### config.mk
export PLATFORM = sky130hd
export DESIGN_NAME = bmult_pipe
export DESIGN_NICKNAME = d
export VERILOG_FILES = /design/src/rtl/bmult_pipe.sv
export SDC_FILE = /design/constraint.sdc
export NUM_CORES = 1
export LEC_CHECK = 0
export CAP_MARGIN = 25
export CORE_ASPECT_RATIO = 1.75
export CORE_MARGIN = 5
export CORE_UTILIZATION = 40
export DETAILED_ROUTE_END_ITERATION = 12
export GPL_TIMING_DRIVEN = 0
export PLACE_DENSITY = 0.64
export SLEW_MARGIN = 40
export SYNTH_ARGS = -nofsm -noshare
export SYNTH_HDL_FRONTEND = slang
export SYNTH_SLANG_ARGS = --single-unit
### constraint.sdc
create_clock -name clk -period 3.3 [get_ports clk]
set_input_delay 0.66 -clock clk [delete_from_list [all_inputs] [get_ports clk]]
set_output_delay 0.66 -clock clk [all_outputs]
set_load 0.03 [all_outputs]
### src/rtl/bmult_pipe.sv
// bmult_pipe: pipelined WA x WB multiplier with per-operand signed/unsigned mode and an exact WA+WB-bit product.
// Latency: LAT register stages (Baugh-Wooley bit heap -> carry-save compression -> carry-propagate add).
// Backpressure: valid/ready with per-stage bubble collapsing; holds up to LAT operations while out_ready is low.
//
// Ports:
//   clk, rst_n             clock, async active-low reset
//   in_valid/in_ready      input handshake for a, b, a_signed, b_signed
//   a [WA], b [WB]         operands; a_signed/b_signed select two's complement per operand
//   out_valid/out_ready    output handshake for p
//   p [WA+WB]              exact product (two's complement, unsigned-exact when both operands unsigned)
module bmult_pipe #(
  parameter int WA  = 8,
  parameter int WB  = 8,
  parameter int LAT = 3
) (
  input  logic             clk,
  input  logic             rst_n,
  input  logic             in_valid,
  output logic             in_ready,
  input  logic [WA-1:0]    a,
  input  logic [WB-1:0]    b,
  input  logic             a_signed,
  input  logic             b_signed,
  output logic             out_valid,
  input  logic             out_ready,
  output logic [WA+WB-1:0] p
);

  if (WA < 2 || WA > 32 || WB < 2 || WB > 32 || LAT < 1 || LAT > 8) begin : g_bad_param
    $error("bmult_pipe: WA/WB must be 2..32 and LAT 1..8");
  end

  localparam int W  = WA + WB;
  // Each operand is extended by one bit (sign or zero per its mode bit), which turns every
  // mode combination into one signed (WA+1)x(WB+1) product. The mode bits are thereby folded
  // into the heap itself, so no later stage needs to carry them.
  localparam int NA = WA + 1;
  localparam int NB = WB + 1;
  localparam int NR = NB + 1;   // NB partial-product rows plus one constant row

  typedef logic [NR-1:0][W-1:0] rows_t;

  // Baugh-Wooley heap, truncated to W columns. The product fits in W bits for every mode,
  // so the dropped top columns (including the 2^(W+1) correction term) never matter.
  function automatic rows_t build_heap(input logic [WA-1:0] xa, input logic [WB-1:0] xb,
                                       input logic sa, input logic sb);
    logic [NA-1:0] ax;
    logic [NB-1:0] bx;
    rows_t         r;
    logic          bit_v;
    ax = {sa & xa[WA-1], xa};
    bx = {sb & xb[WB-1], xb};
    r  = '0;
    for (int i = 0; i < NB; i++) begin
      for (int j = 0; j < NA; j++) begin
        if (i + j < W) begin
          bit_v = ax[j] & bx[i];
          // Terms pairing exactly one sign bit carry negative weight: complement them.
          if ((j == NA-1) != (i == NB-1)) bit_v = ~bit_v;
          r[i][i+j] = bit_v;
        end
      end
    end
    r[NR-1] = (W'(1) << WA) + (W'(1) << WB);
    return r;
  endfunction

  // One level of 3:2 compression over the row array; surviving rows stay packed at the bottom.
  function automatic rows_t csa_level(input rows_t r);
    rows_t o;
    int    k;
    o = '0;
    k = 0;
    for (int g = 0; g < NR/3; g++) begin
      o[k]   = r[3*g] ^ r[3*g+1] ^ r[3*g+2];
      o[k+1] = ((r[3*g] & r[3*g+1]) | (r[3*g] & r[3*g+2]) | (r[3*g+1] & r[3*g+2])) << 1;
      k      = k + 2;
    end
    for (int i = 3*(NR/3); i < NR; i++) begin
      o[k] = r[i];
      k    = k + 1;
    end
    return o;
  endfunction

  function automatic logic [W-1:0] cpa(input rows_t r);
    logic [W-1:0] s;
    s = '0;
    for (int i = 0; i < NR; i++) s = s + r[i];
    return s;
  endfunction

  // Levels needed to bring NR rows down to two.
  function automatic int num_levels(input int n);
    int m, c;
    m = n;
    c = 0;
    for (int i = 0; i < 32; i++) begin
      if (m > 2) begin
        m = 2*(m/3) + m%3;
        c = c + 1;
      end
    end
    return c;
  endfunction

  // ---------------------------------------------------------------- stage control
  logic [LAT:1]   v_q, v_d;
  logic [LAT+1:1] ld;      // ld[k]: stage k loads this cycle; ld[LAT+1] is the downstream take
  logic [LAT:1]   v_src;   // valid bit arriving at each stage
  logic [LAT:1]   en;      // stage k captures real data
  logic [W-1:0]   p_q, p_d;

  always_comb begin
    ld          = '0;
    ld[LAT+1]   = out_ready;
    for (int k = LAT; k >= 1; k--) ld[k] = !v_q[k] || ld[k+1];
    v_src = LAT'({v_q, in_valid});
    // Data registers only move when real data arrives, so p stays at its last value (0 after
    // reset) instead of picking up an empty stage's contents.
    en    = ld[LAT:1] & v_src;
    v_d   = (ld[LAT:1] & v_src) | (~ld[LAT:1] & v_q);
  end

  // ---------------------------------------------------------------- datapath
  if (LAT == 1) begin : g_single
    always_comb begin
      p_d = p_q;
      if (en[1]) p_d = cpa(build_heap(a, b, a_signed, b_signed));
    end
  end else begin : g_pipe
    localparam int NLEV = num_levels(NR);
    localparam int NMID = (LAT > 2) ? (LAT - 2) : 1;
    localparam int LPS  = (NLEV + NMID - 1) / NMID;   // compression levels per middle stage

    rows_t rows_q [1:LAT-1];
    rows_t rows_d [1:LAT-1];

    always_comb begin
      rows_d = rows_q;
      if (en[1]) rows_d[1] = build_heap(a, b, a_signed, b_signed);
      for (int k = 2; k < LAT; k++) begin
        if (en[k]) begin
          rows_d[k] = rows_q[k-1];
          for (int l = 0; l < LPS; l++) rows_d[k] = csa_level(rows_d[k]);
        end
      end
      p_d = p_q;
      if (en[LAT]) p_d = cpa(rows_q[LAT-1]);
    end

    always_ff @(posedge clk) begin
      rows_q <= rows_d;
    end
  end

  always_ff @(posedge clk or negedge rst_n) begin
    if (!rst_n) begin
      v_q <= '0;
      p_q <= '0;
    end else begin
      v_q <= v_d;
      p_q <= p_d;
    end
  end

  assign in_ready  = ld[1];
  assign out_valid = v_q[LAT];
  assign p         = p_q;

endmodule

# == After elaboration in Yosys (flattened, before gate mapping) ==
# Cells that the tools add are included.
# classes
n_addsub,1
bitwise,159
n_reduce_logical,6
# ops
operator,n
15-bit bitwise AND,11
15-bit bitwise OR,10
1-bit bitwise AND,82
16-bit bitwise XOR,5
15-bit by 16-bit bitwise XOR with 16-bit output,3
14-bit by 15-bit bitwise AND with 15-bit output,2
15-bit by 11-bit bitwise AND with 15-bit output,2
12-bit by 14-bit bitwise AND with 14-bit output,2
14-bit bitwise OR,2
1-bit inverter,17
16-bit adder,1
16-bit by 11-bit bitwise XOR with 16-bit output,1
14-bit by 15-bit bitwise XOR with 15-bit output,1
11-bit by 14-bit bitwise AND with 14-bit output,1
13-bit by 14-bit bitwise AND with 14-bit output,1
12-bit by 14-bit bitwise OR with 14-bit output,1
13-bit by 14-bit bitwise OR with 14-bit output,1
12-bit by 14-bit bitwise XOR with 14-bit output,1
13-bit by 14-bit bitwise XOR with 14-bit output,1
12-bit by 13-bit bitwise AND with 13-bit output,1
12-bit by 13-bit bitwise XOR with 13-bit output,1
11-bit by 12-bit bitwise AND with 12-bit output,1
11-bit by 12-bit bitwise XOR with 12-bit output,1
10-bit by 11-bit bitwise AND with 11-bit output,1
11 further kinds,16
# totals
regBits,130
wordCells,179

# == Logic depth before layout (Yosys ltp) ==
# Gate-level depths: netlist (run 1).
# depth
depth_word,15
mapped_depth,9

# == Worst setup path after synthesis (run 1) ==
# Ideal clock, no wire load.
# synth_timing
path_type,input port to flip-flop
start,input port out_ready
end,register g_pipe.rows_q[160] in the netlist's numbering (enable)
arrival_time_ns,2.918
t_required_ns,2.853
path_slack_ns,-0.065
cell_stages,3
path_buffers,0
cell_sequence,nor2b_1 -> nand3_1 -> and2_1
# synth_via
elab_chain_len,4
# synth_lines
element,line_no,text
"start, declared",25,"input logic out_ready,"
1-bit logical OR (3 in a row),117,for (int k = LAT; k >= 1; k--) ld[k] = !v_q[k] || ld[k+1];
named net in_ready,19,"output logic in_ready,"
3-bit bitwise AND,121,en = ld[LAT:1] & v_src;
named net en (one bit),111,logic [LAT:1] en;
"end signal, assigned",153,rows_q <= rows_d;
"end, declared",136,rows_t rows_q [1:LAT-1];
# The timed path passes the listed nets, and every way through them passes these cells.
# A chain may end at the register's enable or synchronous reset.

# == Final worst setup path (run 1) ==
# layout_timing
start,register g_pipe.rows_q[298] in the netlist's numbering
end,"register g_pipe.rows_q[10] in the netlist's numbering, data pin"
# layout_via
elab_chain_len,8
# layout_lines
element,line_no,text
16-bit bitwise XOR,75,o[k] = r[3*g] ^ r[3*g+1] ^ r[3*g+2];
15-bit by 16-bit bitwise XOR with 16-bit output,75,
16-bit bitwise XOR,75,
15-bit by 16-bit bitwise XOR with 16-bit output,75,
16-bit bitwise XOR (3 in a row),75,
16-bit by 11-bit bitwise XOR with 16-bit output,75,
# No other way between the ends.

==> results of run 1 <==
## Yosys cell counts
master	number	share of area
a22oi_1	1	0.0012
o21ai_0	8	0.0063
nor3b_1	2	0.0023
nor2_1	2	0.0012
clkbuf_1	3	0.0018
xor2_1	4	0.0055
and2_1	68	0.067
inv_1	67	0.039
a221oi_1	1	0.0014
o31ai_2	1	0.0020
buf_2	1	0.00078
o21bai_2	1	0.0018
o21a_1	3	0.0035
xnor2_1	5	0.0069
and3_1	1	0.00098
nand3_1	3	0.0023
a21oi_1	3	0.0023
nand2_1	29	0.017
mux2_2	7	0.012
a211oi_1	2	0.0023
fa_1	52	0.16
nor2b_1	1	0.00098
dfrtp_1	19	0.074
nor2b_2	1	0.0014
o21ai_1	2	0.0016
or4_1	1	0.0012
nor3_1	2	0.0016
nor4_1	1	0.00098
a21oi_2	1	0.0014
ha_1	34	0.067
or4b_1	1	0.0016
nand2b_1	5	0.0049
o31ai_1	1	0.0012
edfxtp_1	106	0.50
a21o_1	2	0.0023
o31a_1	1	0.0014
## logic make-up (layout without fill, tap and decap cells)
logic type	count (synthesis)	after routing
xor gates and xnor gates	9	9
AOI/OAI and AO/OA	27	27
and+or+nand+nor	117	117
adders and majority gates	86	86
buffers and inverters	71	143
DFF	125	125
muxes	7	7
## metal layers
metal | up-vias | GRT usage | routed length (um)
li1 | 1599 | - | -
met1 | 1672 | 0.136 | 3990
met2 | 56 | 0.245 | 6240
met3 | 18 | 0.0329 | 317
met4 | 0 | 0.0573 | 214
met5 | - | 0 | 0
## sequential cells by signal, summed over array words and instances (netlist names), named ones only
| name | flops |
|---|---|
| p | 16 |
| g_pipe.rows_q | 106 |
## critical path, delay by kind of cell, from the launching register on
kind	cells	cell delay [ns]
adder cells (fa/ha/maj)	5	2.44
flip-flops	1	0.40
buffers and inverters	2	0.10
## cell type report
cell class,count,area share
Sequential cell,125,0.479
Multi-Input combinational cell,246,0.323
Clock buffer,17,0.0557
Timing Repair Buffer,40,0.0531
Inverter,67,0.0329
Tap cell,189,0.0310
Clock inverter,15,0.0229
Buffer,4,0.00213
## report_power, final
group	total, mW	internal [mW]	switching [mW]	leakage, nW
sequential	2.25	2.13	0.113	1.25
combinational	1.95	0.855	1.10	1.56
clock	1.87	1.14	0.733	0.286
## final timing paths
path	startpoint	end	depth (start not counted)
worst max register to register	g_pipe.rows_q[298]	g_pipe.rows_q[10]	7
min in group clk	g_pipe.rows_q[160]	g_pipe.rows_q[0]	0
worst min-delay path	rst_n	async pin	1
max in group asynchronous	rst_n	p[0]	1
worst max-delay path	g_pipe.rows_q[298]	g_pipe.rows_q[10]	7
worst min register to register	g_pipe.rows_q[160]	g_pipe.rows_q[0]	0
## metrics by stage
step                      hold slack [ns]  power, mW  instances  utilization
after floorplan                     0.364       3.64        442            -
after global placement              0.406       4.17        670        0.444
after detailed placement            0.405       4.26        671        0.445
after CTS                           0.194       6.15        703        0.483
after global routing                0.226       6.52        703        0.484
final                               0.185       6.07        703        0.484
==> flow_summary.yaml, run 1 <==
run_status:
  status: "finished clean"
cells_and_area:
  nets_finish: 609
  layout.cells.most_common_list: "edfxtp_1 (106), inv_1 (66), and2_1 (66)"
  drive_above_1_share: 0.0973
  n_fill_cell: 1342
  post-route-cell-area_sq_mm: 0.00764
  multiInputGateArea_sq_mm: 0.00247
  syn2layout_area_growth_pct: 19.5
  area.sequential_sq_mm: 0.00366
  insertedDiodeCount: 0
  most_common_cell_after_layout_fill_and_taps_aside: "edfxtp_1"
worst_setup_path:
  critical_path.cell_chain: "fa_1, fa_1, inv_1, fa_1, inv_2, fa_1, fa_1"
  critical_path.most_common_cell: "fa_1"
  required_ns: 3.45
  critical_path_arrival_ns: 3.35
  critical-path-max-stage-delay_ns: 0.51
  slowest_cell_on_crit_path: "fa_1"
  timing.critical_path.to_type: "flip-flop"
  timing.reg2reg.setup_slack_ns: 0.1
  setup.worst_path.class: "flip-flop to flip-flop"
  worst_setup_path_start_kind: "flip-flop"
  path_max_fanout: 1
sta:
  finalClockSkew_ns: 0.00858
  setup_viol_count_final: 0
  max_freq_mhz: 312
  max-slew-margin-rel: 0.624
  final-hold-violation-count: 0
  final.min_clock_period_ns: 3.20
  unrepaired_setup_endpoints_after_global_routing: "yes"
  tightest_slew_ns: 0.564
  drv_slew: 0
  post-route-period-util: 0.970
  setup_tns_ns: 0
  timing.final.ws_setup_ns: 0.0985
cts:
  cts_resized: 0
  tritoncts_clock_tree: "done"
  cts.sink_count: 125
  post_cts_buffers: 0
  cts_htree_levels: 4
  tritoncts.num_buffers: 17
  clock_insertion_delay_worst_skew_ns: 0.41
  cts_hold_buffers: 0
  clock_path_buffers: 2
  clock_tree.root_cell: "clkbuf_16"
  cts.clk_slew.worst_paths_ns: 0.06
synth:
  ys_seq_area_frac: 0.572
  syn-instance-count: 442
  post_synth_instance_area_sq_mm: 0.00639
  synth.avg_cell_area_sq_um: 14.5
  synth_compound_gate_area_share: 0.0286
  synth_mux_area_frac: 0.0123
  post_synth_adder_cell_area: 0.229
  synth_cell_type_count: 36
  synth_xor_xnor_area_share: 0.0123
  yosys_warnings: 0
  largest_family_of_logic_cells_by_synthesized_area: "adder cells"
  yosys.area_share.simple: 0.103
  synth_seq_cells: 125
  synthesis.nets: 550
routing:
  drtAntennaViolNets: 0
  detailedRoute.firstIterationViolations: 84
  drc: 0
  detail_route.wl_per_cell_um: 15.3
  detailedRoute.firstPassIterationCount: 4
  detail_route.wirelength_um: 10800
  via_per_inst: 4.76
  routed-via-count: 3345
global_route:
  first_global_vias: 3874
  grt-ovfl-total: 0
  first_pass_grt_wire_length_um: 18800
  grt_max_degree: 48
  grt_antenna_before_repair: 0
  gr-usage-all-layers: 0.131
power:
  largest_vdd_supply_drop_mv: 0.411
  cellLeakagePower_nw: 3.09
  power_per_cell_area_mw_per_mm2: 794
die:
  fp.coreArea_sq_mm: 0.0158
  die_width_um: 106
  boundaryPins: 40
  row_count: 61
  initial_core_util: 0.405
  dieArea_sq_mm: 0.0187
  die_y_um: 177
place:
  gp_congestion: 0.769
  place.port_buffers: 39
  post-dp-hpwl_um: 8300
  place_area_sq_mm: 0.00704
  preCtsSetupSlack_ns: 0.0693
run:
  maxCapViolCount: 0
worst_hold_path:
  timing.hold.worst.class: "input port to async pin"
Power figures use the tool's default switching activity.
==> run 2, diff against run 1 <==
--- a/config.mk
+++ b/config.mk
@@ -10,7 +10,6 @@
 export CORE_MARGIN = 5
 export CORE_UTILIZATION = 40
 export DETAILED_ROUTE_END_ITERATION = 12
-export GPL_TIMING_DRIVEN = 0
 export PLACE_DENSITY = 0.64
 export SLEW_MARGIN = 40
 export SYNTH_ARGS = -nofsm -noshare
==> flow_summary.yaml, run 2 (synthesized netlist as in run 1, its figures left out) <==
run_status:
  status: "finished clean"
worst_setup_path:
  timing.critical_path.to_type: "flip-flop"
  critical_path_arrival_ns: 3.38
  path_max_fanout: 1
  setup.worst_path.class: "flip-flop to flip-flop"
  worst_setup_path_start_kind: "flip-flop"
  required_ns: 3.44
cts:
  cts_htree_levels: 4
  post_cts_buffers: 0
  clock_path_buffers: 2
  clock_tree.root_cell: "clkbuf_16"
  cts_hold_buffers: 0
  clock_insertion_delay_worst_skew_ns: 0.41
  cts_resized: 0
  tritoncts_clock_tree: "done"
  cts.sink_count: 125
  tritoncts.num_buffers: 17
  cts.clk_slew.worst_paths_ns: 0.06
global_route:
  first_global_vias: 3857
  grt_max_degree: 27
  grt-ovfl-total: 0
  grt_antenna_before_repair: 0
  first_pass_grt_wire_length_um: 19100
  gr-usage-all-layers: 0.133
cells_and_area:
  nets_finish: 609
  n_fill_cell: 1350
  largest_reg_flops: 106
  drive_above_1_share: 0.101
  syn2layout_area_growth_pct: 20.3
  layout.cells.most_common_list: "edfxtp_1 (106), and2_1 (67), inv_1 (64)"
  most_common_cell_after_layout_fill_and_taps_aside: "edfxtp_1"
  top_register: "g_pipe.rows_q"
  insertedDiodeCount: 0
routing:
  drtAntennaViolNets: 0
  via_per_inst: 4.84
  detail_route.wirelength_um: 11100
  detail_route.wl_per_cell_um: 15.8
  drc: 0
  detailedRoute.firstPassIterationCount: 4
  detailedRoute.firstIterationViolations: 124
  routed-via-count: 3406
worst_hold_path:
  timing.hold.worst.class: "input port to async pin"
sta:
  hold_slack_ns: 0.192
  max-slew-margin-rel: 0.657
  setup_viol_count_final: 0
  finalClockSkew_ns: 0.0131
  post-route-period-util: 0.983
  setup_tns_ns: 0
  final-hold-violation-count: 0
  unrepaired_setup_endpoints_after_global_routing: "yes"
  tightest_slew_ns: 0.515
  drv_slew: 0
  final.min_clock_period_ns: 3.24
  max_freq_mhz: 308
die:
  dieArea_sq_mm: 0.0187
  die_width_um: 106
  boundaryPins: 40
  die_y_um: 177
  fp.coreArea_sq_mm: 0.0158
  row_count: 61
  initial_core_util: 0.405
place:
  post-dp-hpwl_um: 8330
  gp_congestion: 0.731
  place.port_buffers: 39
power:
  power_per_cell_area_mw_per_mm2: 791
  cellLeakagePower_nw: 3.13
  finalPower_mw: 6.08
  largest_vdd_supply_drop_mv: 0.382
run:
  maxCapViolCount: 0
run 2: final timing paths:
| check | startpoint | end | slack (ns) | depth (start not counted) |
|---|---|---|---|---|
| hold / removal | rst_n | async pin | 0.19 | 1 |
| setup / recovery | g_pipe.rows_q[218] | g_pipe.rows_q[10] | 0.06 | 7 |
| setup reg to reg | g_pipe.rows_q[218] | g_pipe.rows_q[10] | 0.06 | 7 |
| hold reg to reg | g_pipe.rows_q[160] | g_pipe.rows_q[0] | 0.42 | 0 |
| min in group clk | g_pipe.rows_q[160] | g_pipe.rows_q[0] | 0.42 | 0 |
| max in group asynchronous | rst_n | p[1] | 2.78 | 1 |
run 2: critical path, cell delays in order, from the launching register on:
cell,delay (ns)
edfxtp_1,0.33
inv_2,0.04
fa_1,0.58
fa_1,0.46
fa_1,0.54
inv_1,0.05
fa_1,0.49
fa_1,0.48
run 2: per-stage QoR:
step	cells	utilization	area [sq um]	worst slack, ns
after floorplan	442	-	6390	0.137
after global placement	671	0.448	7080	0.101
after detailed placement	671	0.448	7070	0.00428
after CTS	703	0.487	7690	0.0100
after global routing	703	0.487	7690	-0.0472
final	703	0.487	7690	0.0552
run 2: final cells by class:
type	count	area, sq um	area share
Multi-Input combinational cell	246	2470	0.321
Inverter	67	251	0.0327
Clock buffer	22	518	0.0673
Sequential cell	125	3660	0.476
Timing Repair Buffer	44	460	0.0599
Clock inverter	10	100	0.0130
Tap cell	189	236	0.0307
run 2: where the power goes:
part / switching [mW] / internal [mW]
Sequential: 0.113 / 2.13
Clock: 0.683 / 1.20
Combinational: 1.09 / 0.866
Total: 1.89 / 4.20
run 2: metal layers:
metal	track usage	up-vias	share of wire	routed length, um
li1	-	1591	-	-
met1	0.141	1745	0.37	4160
met2	0.250	54	0.58	6470
met3	0.0299	16	0.024	268
met4	0.0551	0	0.021	235
met5	0	-	0	0
